**config.mk**
```make
export PLATFORM = sky130hd
export DESIGN_NAME = apb_rr_arbiter
export DESIGN_NICKNAME = d
export VERILOG_FILES = /design/src/rtl/apb_rr_arbiter.sv
export SDC_FILE = /design/constraint.sdc
export NUM_CORES = 1
export LEC_CHECK = 0
export ABC_AREA = 1
export CAP_MARGIN = 15
export CORE_UTILIZATION = 35
export DETAILED_ROUTE_END_ITERATION = 8
export PLACE_DENSITY = 0.72
export SLEW_MARGIN = 20
export SYNTH_ARGS = -nofsm -noshare
export SYNTH_HDL_FRONTEND = slang
export SYNTH_SLANG_ARGS = --single-unit
```
**constraint.sdc**
```tcl
create_clock -name PCLK -period 1.9 [get_ports PCLK]
set_input_delay 0.38 -clock PCLK [delete_from_list [all_inputs] [get_ports PCLK]]
set_output_delay 0.38 -clock PCLK [all_outputs]
set_load 0.1 [all_outputs]
```
**src/rtl/apb_rr_arbiter.sv**
```systemverilog
// Round-robin arbiter sharing one APB bus between N requesters; runs SETUP/ACCESS itself.
// Define APB_TIMEOUT_EN to abort ACCESS phases that stall for TIMEOUT_CYCLES cycles (ERR=1).
module apb_rr_arbiter #(
    parameter int unsigned N              = 2,
    parameter int unsigned AW             = 32,
    parameter int unsigned DW             = 32,
    parameter int unsigned TIMEOUT_CYCLES = 16
) (
    input  logic            PCLK,
    input  logic            PRESETn,
    input  logic [N-1:0]    REQ,
    input  logic [N-1:0]    REQ_WRITE,
    input  logic [N*AW-1:0] REQ_ADDR,
    input  logic [N*DW-1:0] REQ_WDATA,
    output logic [N-1:0]    GNT,
    output logic [N-1:0]    DONE,
    output logic [DW-1:0]   RDATA,
    output logic            ERR,
    output logic            PSEL,
    output logic            PENABLE,
    output logic            PWRITE,
    output logic [AW-1:0]   PADDR,
    output logic [DW-1:0]   PWDATA,
    input  logic [DW-1:0]   PRDATA,
    input  logic            PREADY
);

    localparam int unsigned IW = (N > 1) ? $clog2(N) : 1;

    typedef enum logic [1:0] {IDLE, SETUP, ACCESS} state_t;

    state_t          state, state_nx;
    logic [IW-1:0]   ptr;
    logic [IW-1:0]   cand;
    logic [IW-1:0]   win_idx;
    logic            win_valid;
    logic            win_write;
    logic [AW-1:0]   win_addr;
    logic [DW-1:0]   win_wdata;
    logic [N-1:0]    elig;
    logic            timeout;

    // A requester is masked in its own DONE cycle so a held REQ is not re-granted at once.
    always_comb begin
        elig      = REQ & ~DONE;
        cand      = '0;
        win_valid = 1'b0;
        win_idx   = '0;
        for (int unsigned k = 1; k <= N; k++) begin
            cand = IW'((32'(ptr) + k) % N);
            if (!win_valid && elig[cand]) begin
                win_valid = 1'b1;
                win_idx   = cand;
            end
        end
    end

    always_comb begin
        win_write = 1'b0;
        win_addr  = '0;
        win_wdata = '0;
        for (int unsigned k = 0; k < N; k++) begin
            if (win_idx == IW'(k)) begin
                win_write = REQ_WRITE[k];
                win_addr  = REQ_ADDR[k*AW +: AW];
                win_wdata = REQ_WDATA[k*DW +: DW];
            end
        end
    end

`ifdef APB_TIMEOUT_EN
    localparam int unsigned CW = $clog2(TIMEOUT_CYCLES + 1);

    logic [CW-1:0] wait_cnt;

    always_ff @(posedge PCLK) begin
        if (!PRESETn) begin
            wait_cnt <= '0;
        end else if (state == SETUP) begin
            wait_cnt <= '0;
        end else if (state == ACCESS && !PREADY) begin
            wait_cnt <= wait_cnt + 1'b1;
        end
    end

    // Fires on the stalled cycle whose increment would reach TIMEOUT_CYCLES.
    always_comb begin
        timeout = (state == ACCESS) && !PREADY && (wait_cnt == CW'(TIMEOUT_CYCLES - 1));
    end
`else
    logic [31:0] unused_tmo;
    assign unused_tmo = TIMEOUT_CYCLES;
    assign timeout    = 1'b0;
`endif

    always_ff @(posedge PCLK) begin
        if (!PRESETn) begin
            state <= IDLE;
        end else begin
            state <= state_nx;
        end
    end

    always_comb begin
        state_nx = state;
        PSEL     = 1'b0;
        PENABLE  = 1'b0;
        case (state)
            IDLE: begin
                if (win_valid) begin
                    state_nx = SETUP;
                end
            end
            SETUP: begin
                PSEL     = 1'b1;
                state_nx = ACCESS;
            end
            ACCESS: begin
                PSEL    = 1'b1;
                PENABLE = 1'b1;
                if (PREADY || timeout) begin
                    state_nx = IDLE;
                end
            end
            default: state_nx = IDLE;
        endcase
    end

    always_ff @(posedge PCLK) begin
        if (!PRESETn) begin
            ptr    <= IW'(N - 1);
            GNT    <= '0;
            DONE   <= '0;
            RDATA  <= '0;
            ERR    <= 1'b0;
            PWRITE <= 1'b0;
            PADDR  <= '0;
            PWDATA <= '0;
        end else begin
            DONE <= '0;
            ERR  <= 1'b0;
            case (state)
                IDLE: begin
                    if (win_valid) begin
                        ptr    <= win_idx;
                        GNT    <= N'(1) << win_idx;
                        PWRITE <= win_write;
                        PADDR  <= win_addr;
                        PWDATA <= win_wdata;
                    end
                end
                ACCESS: begin
                    if (PREADY) begin
                        GNT  <= '0;
                        DONE <= GNT;
                        if (!PWRITE) begin
                            RDATA <= PRDATA;
                        end
                    end else if (timeout) begin
                        GNT   <= '0;
                        DONE  <= GNT;
                        ERR   <= 1'b1;
                        RDATA <= '0;
                    end
                end
                default: ;
            endcase
        end
    end

endmodule
```
# After elaboration in Yosys (flattened, before gate mapping)
# Index checks and enable logic that the tools add are counted.
# op_classes
reduce_logical	10
shift	1
addsub	2
n_lt_le_gt_ge	2
n_bitwise	3
n_eq_ne	4
mux	18
# ops
op	count
$mux 32	2
$mux 1	11
$reduce_and 3->1	3
$mux 2	3
$pmux 2 s3	1
$lt 1x2->1 const B	2
$ne 2x2->1 const B	2
$pmux 2 s2	1
$reduce_and 2->1	2
$add 1x1->1 const B	2
$and 2x2->2	1
$eq 2x1->1 const B	1
$eq 2x2->1 const B	1
$logic_not 2->1	1
$not 2->2	1
$reduce_bool 2->1	1
$reduce_or 2->1	1
$shl 1x1->2 const A	1
$logic_and 1x1->1	1
$logic_not 1->1	1
$not 1->1	1
# totals
word_cells	48
regBits	104
out_inout_bits	104
input_bits	167

# Longest topological paths before layout
# Gate-level depths: netlist of the first run.
# depth
ltp_word	11
mapped_depth	11
mapped_depth_nobuf	9

# Least setup slack after synthesis of the first run
# No wires, ideal clock.
# synth_path
path_type	flip-flop to flip-flop
start	register state[0]
end	register RDATA[10]
arrival_time_ps	2070
setup_slack_ps	-288
setup_ps	118
period_less_slack_ps	2188
path_buffers	1
path_stages_with_launch	9
required_ps	1782
cell_sequence	dfxtp_1 > inv_1 > ha_1 > nand2_1 > nor2_2 > inv_1 > buf_2 > nor2_1 > nor2_1
# synth_between
elab_chain_cells	2
# synth_lines
item	line_no	text
start: declaration	32	state_t state, state_nx;
start signal: assignment	100	state <= state_nx;
$eq 2x2->1	142	case (state)
$reduce_and 3->1 (no source line)	n/a	
end signal: assignment	134	RDATA <= '0;
end signal: assignment	157	RDATA <= PRDATA;
end signal: assignment	163	RDATA <= '0;
end: declaration	17	output logic [DW-1:0] RDATA,
# No other way between the ends.
# A chain may end at the register's enable or synchronous reset.

# Worst setup path after layout of the first run
# layout_path
start	register state[1]
end	output PSEL
# layout_between
elab_chain_cells	3
word_cells_on_any_way	4
classes_between	eq/ne: 2; mux: 1; reduce/logical: 1
# layout_lines
item	line_no	text
$eq 2x2->1 / $eq 2x1->1 (equally long branches)	108	case (state)
$reduce_or 2->1 (no source line) (*)	n/a	
$mux 1 (*)	108	
end: declaration	19	output logic PSEL,
# Every way passes the cells marked *; elsewhere a longest branch is shown, timed or not.

==> results of run 1 <==
[flip-flops by register name, summed over array words and instances, names as in the netlist]
name and cells:
PWRITE 1, PWDATA 32, DONE 2, state 2, ptr 1, GNT 2
PADDR 32, RDATA 32
[stage by stage]
step / hold slack, ps / utilization / cell area [sq um]
2_1_floorplan: 447 / - / 4870
3_3_place_gp: 454 / 0.561 / 7520
3_5_place_dp: 469 / 0.561 / 7520
4_1_cts: 481 / 0.584 / 7830
5_1_grt: 495 / 0.584 / 7830
6_report: 475 / 0.584 / 7830
[cell usage after synthesis (all sizes together)]
master  count  area share
nand2     210        0.16
inv       142        0.11
dfxtp     104        0.43
nor2       71       0.055
nand3      70       0.072
a21oi      67       0.069
buf        35       0.045
o21ai      32       0.033
clkbuf     11      0.0087
ha          4       0.010
nor3        2      0.0021
conb        1     0.00077
o211ai      1      0.0015
or2         1      0.0013
[power groups by stage]
stage,Sequential [uW],Combinational [uW],Clock (uW)
4_1_cts,2650,4330,1970
2_1_floorplan,4770,1080,0
5_1_grt,2680,4540,2070
3_5_place_dp,2700,4320,0
6_report,2650,4310,1920
3_3_place_gp,2680,4310,0
[cell type report]
cell class | count | area, sq um | area share
Clock buffer | 10 | 239 | 0.0305
Sequential cell | 104 | 2080 | 0.266
Clock inverter | 6 | 65.1 | 0.00831
Multi-Input combinational cell | 459 | 1990 | 0.254
Tap cell | 176 | 220 | 0.0281
Inverter | 142 | 533 | 0.0681
Timing Repair Buffer | 287 | 2700 | 0.344
[tightest hold or removal path: cells and delay by family (launching register included)]
family                 cells  cell delay, ps
AND/OR/NAND/NOR            1              50
buffers and inverters      1              70
flip-flops                 1             310
[layout by cell type, fill, tap and decap left out, drive strengths merged]
cell	netlist	final
nand2	210	210
clkdlybuf4s50	0	166
inv	142	144
buf	35	121
dfxtp	104	104
nor2	71	71
nand3	70	70
a21oi	67	67
o21ai	32	32
clkbuf	11	10
ha	4	4
nor3	2	2
clkinv	0	2
or2	1	1
o211ai	1	1
conb	1	1
bufinv	0	1
clkinvlp	0	1
[routing by layer]
| layer | part of all wire | global-route usage | wire length (um) | vias up |
|---|---|---|---|---|
| met2 | 0.47 | 0.350 | 7060 | 196 |
| li1 | - | - | - | 2764 |
| met3 | 0.080 | 0.0551 | 1200 | 23 |
| met5 | 0 | 0 | 0 | - |
| met1 | 0.43 | 0.251 | 6450 | 2277 |
| met4 | 0.020 | 0.0820 | 302 | 0 |
[final timing paths]
path                            startpoint         to  cells after the start
worst max-delay path              state[1]       PSEL                      3
worst min register to register      GNT[1]    DONE[1]                      2
worst min-delay path                GNT[1]    DONE[1]                      2
worst max register to register    state[0]  RDATA[20]                      8
[cell families after synthesis]
kind of cell               count (synthesis)
adders and majority gates                  4
DFF                                      104
AOI/OAI and AO/OA                        100
buffers and inverters                    188
other                                      1
and+or+nand+nor                          354
==> impl_metrics.csv, run 1 <==
group,metric,value,unit
outcome,status,"finished, final reports clean",
timing,slew_viol_final,0,
power_and_ir_drop,switching_share,0.470,
logic_synthesis,synth_fa_ha_area_frac,0.0103,
clock_network,cts-resized-gates,0,
clock_network,cts_tree,"done",
worst_setup_path,critical_path.endpoint_type,"output pin",
floorplanning,die_h,120,um
power_and_ir_drop,vdd_drop_max,0.000664,V
worst_hold_path,worst_hold_path_type,"register to register",
clock_network,cts_hold_buf,0,
timing,setup_ws,208,ps
logic_synthesis,synth_nets,922,
floorplanning,die-area,14400,sq um
timing,rsz0062_at_grt,"no",
final_layout,finalNetCount,1174,
timing,final-setup-viol-count,0,
logic_synthesis,synthSimpleGateAreaFrac,0.294,
worst_setup_path,crit_family,"flip-flops",
timing,clock_skew,11.6,ps
logic_synthesis,synth_cell_types,21,
power_and_ir_drop,power_density,1130,nW/um^2
routing,viasPerCell,4.44,
final_layout,fillers,1327,
floorplanning,initial_core_util,0.363,
final_layout,finalNonFillerCells,1184,
placement,place_congestion,0.822,
clock_network,clock_latency,350,ps
placement,dp_hpwl,10800,um
grt,grt_pass1_vias,4739,
clock_network,clock_sinks,104,
logic_synthesis,synth_top_family_by_area,"simple AND/OR/NAND/NOR gates",
logic_synthesis,ys_ff_latch,104,
logic_synthesis,synthMuxAreaShare,0,
logic_synthesis,synth_compound_area_frac,0.103,
power_and_ir_drop,p_seq_frac,0.298,
worst_setup_path,slowest_delay,370,ps
routing,wl,15000,um
logic_synthesis,yosysWarnings,0,
floorplanning,core_region_area,13400,sq um
worst_setup_path,crit_arrival,1310,ps
power_and_ir_drop,p_sw,4170,uW
timing,hold_viol,0,
power_and_ir_drop,intPower,4710,uW
clock_network,cts_made_buffers,9,
clock_network,clk_path_buf_depth,2,
grt,overflow,0,
worst_setup_path,worstPathRequired,1520,ps
final_layout,syn_to_final_growth,60.9,%
worst_setup_path,path_class,"register to output pin",
placement,place_inst,1168,
worst_setup_path,crit_chain,"inv_1 > ha_1 > buf_12",
logic_synthesis,syn_inst,751,
routing,firstDrtPassIters,5,
floorplanning,die_w,120,um
timing,fin_crit_sh,0.891,
floorplanning,ios,271,
routing,drt_iter0_drc,302,
logic_synthesis,yosysSeqAreaShare,0.428,
routing,vias,5260,
power_and_ir_drop,power_frac_clock,0.216,
timing,min_period,1690,ps
placement,dp_slack,112,ps
worst_setup_path,worst_setup_path_start_kind,"register",
worst_setup_path,cp_num_buf_inv,2,
worst_setup_path,ff2ff_setup_slack,350,ps
logic_synthesis,avgSynthCellArea,6.48,sq um
worst_setup_path,critPathMaxFanout,3,
routing,wire_per_inst,12.7,um
logic_synthesis,netlist_area,4860,sq um
timing,tns,0,ps
routing,drc,0,
routing,ant_nets,0,
run,cap_violations,0,
logic_synthesis,synth_xor_xnor_area_share,0,
clock_network,post-cts-setup-buffer-count,0,
grt,grt_usage,0.208,
final_layout,layout-drive-gt1-share,0.147,
grt,grt_max_degree,56,
clock_network,cts_max_level,3,
power_and_ir_drop,p_total,8870,uW
timing,fmax,591,MHz
floorplanning,fp-row-count,42,
grt,antenna_found_initial,0,
placement,io_buffers,269,
clock_network,cts.clk_slew.worst_paths,70,ps
power_and_ir_drop,comb_power_share,0.486,
grt,grt_pass1_wl,23800,um
worst_setup_path,worst_path_max_delay_cell,"dfxtp_1",
final_layout,antenna_cells,0,
clock_network,cts_root_buf,"clkbuf_16",
power_and_ir_drop,p_leak,0.00402,uW
No activity file was read; power rests on OpenSTA's default activity.
==> run 2: changes to the inputs <==
--- a/config.mk
+++ b/config.mk
@@ -5,11 +5,12 @@
 export SDC_FILE = /design/constraint.sdc
 export NUM_CORES = 1
 export LEC_CHECK = 0
-export ABC_AREA = 1
+export ABC_AREA = 0
 export CAP_MARGIN = 15
 export CORE_UTILIZATION = 35
 export DETAILED_ROUTE_END_ITERATION = 8
-export PLACE_DENSITY = 0.72
+export MAX_ROUTING_LAYER = met4
+export PLACE_DENSITY = 0.74
 export SLEW_MARGIN = 20
 export SYNTH_ARGS = -nofsm -noshare
 export SYNTH_HDL_FRONTEND = slang
==> run 2 against run 1 <==
Net effect:
- register-to-register slack got worse by 140 ps
- flip-flop and latch count unchanged
- synthesized cell count down 28%
- core utilization rose by 1.9 points
- clock-buffer cell count unchanged
- sequential power grew 3%
- global-route usage up 0.50 points
- synthesized area is 8.8% lower
- setup slack worse by 20 ps
- clock power is 12% lower
- hold slack got worse by 20 ps
- cell count shrank 19%
- critical path type unchanged
==> impl_metrics.csv, run 2 <==
group,metric,value,unit
logic_synthesis,netlist_area,4440,sq um
worst_setup_path,critical_path.endpoint_type,"output pin",
final_layout,reg_top3,"PADDR x32, PWDATA x32, RDATA x32",
clock_network,cts_root_buf,"clkbuf_16",
clock_network,clock_latency,340,ps
timing,hold_slack,456,ps
outcome,status,"finished, final reports clean",
logic_synthesis,async_flop_share,0,
worst_hold_path,worstHoldStart,"RDATA[30]",
logic_synthesis,synthSimpleGateAreaFrac,0.201,
worst_hold_path,hold-path-endpoint,"RDATA[30]",
timing,rsz0062_at_grt,"no",
floorplanning,die-area,13100,sq um
final_layout,antenna_cells,0,
grt,grt_max_degree,107,
logic_synthesis,yosys_most_used_dff,"dfxtp_1",
routing,vias,4709,
logic_synthesis,synthTopCellsByArea,"dfxtp_1, nand2_1, a31oi_1, o21ai_0, a21boi_1",
worst_setup_path,crit_arrival,1330,ps
power_and_ir_drop,p_leak,0.00297,uW
final_layout,finalNetCount,960,
worst_setup_path,ff2ff_setup_slack,210,ps
floorplanning,fp-row-count,40,
routing,wl,13800,um
worst_hold_path,whs_path_depth,2,
logic_synthesis,yosysSeqAreaShare,0.469,
logic_synthesis,synth_edf_count,0,
power_and_ir_drop,power_density,1220,nW/um^2
worst_hold_path,worst_hold_path_type,"register to register",
grt,grt_pass1_wl,21500,um
timing,tns,0,ps
worst_setup_path,worst_setup_path_start_kind,"register",
floorplanning,core_region_area,12200,sq um
clock_network,clk_path_buf_depth,2,
routing,drt_iter0_drc,261,
logic_synthesis,synth_top_area_share,0.469,
final_layout,final_common_cell,"nand2_1",
timing,min_period,1710,ps
logic_synthesis,synth_nets,715,
floorplanning,initial_core_util,0.365,
timing,fin_crit_sh,0.901,
worst_setup_path,reg2reg_to,"PWDATA[28]",
placement,dp_hpwl,10100,um
clock_network,post-cts-setup-buffer-count,0,
logic_synthesis,synth_compound_area_frac,0.250,
final_layout,layout_common_cells,"nand2_1, clkdlybuf4s50_1, dfxtp_1, buf_4, o21ai_0",
floorplanning,die_w,115,um
logic_synthesis,yosysWarnings,0,
logic_synthesis,avgSynthCellArea,8.16,sq um
logic_synthesis,synth_cell_types,34,
clock_network,cts_hold_buf,0,
logic_synthesis,synth_xor_xnor_area_share,0,
grt,antenna_found_initial,0,
power_and_ir_drop,vdd_drop_max,0.000692,V
timing,hold_viol,0,
clock_network,cts_made_buffers,9,
logic_synthesis,syn_inst,544,
placement,io_buffers,269,
clock_network,cts.clk_slew.worst_paths,70,ps
logic_synthesis,synth_fa_ha_area_frac,0.0113,
timing,final-setup-viol-count,0,
worst_setup_path,critPathMaxFanout,3,
final_layout,finalInstanceArea,7330,sq um
clock_network,clock_sinks,104,
routing,viasPerCell,4.90,
timing,clock_skew,5.65,ps
logic_synthesis,synth_top_family_by_area,"compound AO/OA/AOI/OAI gates",
floorplanning,ios,271,
floorplanning,die_h,115,um
logic_synthesis,ys_ff_latch,104,
routing,drc,0,
placement,postPlaceCellArea,7070,sq um
clock_network,cts_tree,"done",
logic_synthesis,synth_top_area_cell,"dfxtp_1",
clock_network,cts_max_level,3,
routing,ant_nets,0,
grt,grt_pass1_vias,4530,
final_layout,layout-drive-gt1-share,0.203,
routing,firstDrtPassIters,4,
grt,overflow,0,
placement,place_congestion,0.820,
grt,grt_usage,0.213,
worst_setup_path,worstPathRequired,1520,ps
clock_network,cts-resized-gates,0,
run,cap_violations,0,
logic_synthesis,synth.most_common_cell,"nand2_1",
worst_setup_path,timing.rr.start,"state[0]",
worst_setup_path,reg2reg_depth,6,
timing,slew_viol_final,0,
logic_synthesis,synth_common_cells,"nand2_1, dfxtp_1, o21ai_0",
timing,fmax,584,MHz
final_layout,syn_to_final_growth,65.2,%
routing,wire_per_inst,14.4,um
logic_synthesis,synthMuxAreaShare,0.00226,
worst_setup_path,path_class,"register to output pin",
[run 2: cell type report]
class                   count  area, sq um
clock buffers              10          229
clock inverters             6         36.3
fillers                  1104         4830
inverters                   3         11.3
multi-input cells         390         2080
flip-flops and latches    104         2080
well taps                 168          210
repair buffers            281         2680
[run 2: layer usage]
metal,up-vias,part of all wire,global-route usage
met5,-,0,-
met1,2137,0.40,0.226
met4,0,0.028,0.0961
met2,206,0.49,0.377
met3,29,0.084,0.0471
li1,2337,-,-
[run 2: critical path: stages (launching register included)]
cell and delay [ps]:
dfxtp_1 380, inv_1 100, ha_1 330, buf_12 180
[run 2: worst max path at each step]
stage                   from    endpoint  slack (ps)  cells past startpoint
floorplan             PWRITE   RDATA[15]         150                      5
global placement      REQ[0]         ptr           7                      6
detailed placement    REQ[1]      GNT[1]         -20                      7
CTS                 state[1]        PSEL         160                      3
global route        state[0]  PWDATA[28]          60                      6
finish              state[1]        PSEL         190                      3
[run 2: cells by family (layout without fill, tap and decap cells)]
logic type               after synthesis  in the layout
adder cells (fa/ha/maj)                4              4
multiplexers                           1              1
other                                  1              1
buffers and inverters                 50            300
AO/OA/AOI/OAI                        172            172
flip-flops                           104            104
AND/OR/NAND/NOR                      212            212
[run 2: where the power goes]
| part | internal (uW) | total [uW] | switching (uW) | leakage [uW] |
|---|---|---|---|---|
| logic | 1180 | 4510 | 3330 | 0.00198 |
| registers | 2530 | 2720 | 196 | 0.000857 |
| clock network | 883 | 1680 | 800 | 0.000132 |
[run 2: stage by stage]
step                      instances  power (uW)  worst slack, ps  utilization
after global placement          946        7230             7.27        0.581
after floorplan                 544        6080              151            -
after CTS                       962        8980              163        0.603
final                           962        8910              188        0.603
after detailed placement        946        7290            -21.6        0.581
after global routing            962        9270             57.3        0.603
==> run 3: changes to the inputs <==
--- a/config.mk
+++ b/config.mk
@@ -15,3 +15,4 @@
 export SYNTH_ARGS = -nofsm -noshare
 export SYNTH_HDL_FRONTEND = slang
 export SYNTH_SLANG_ARGS = --single-unit
+export TNS_END_PERCENT = 50
==> results of run 3 <==
Same layout as run 2: the final DEF is identical, and so are final timing and power.
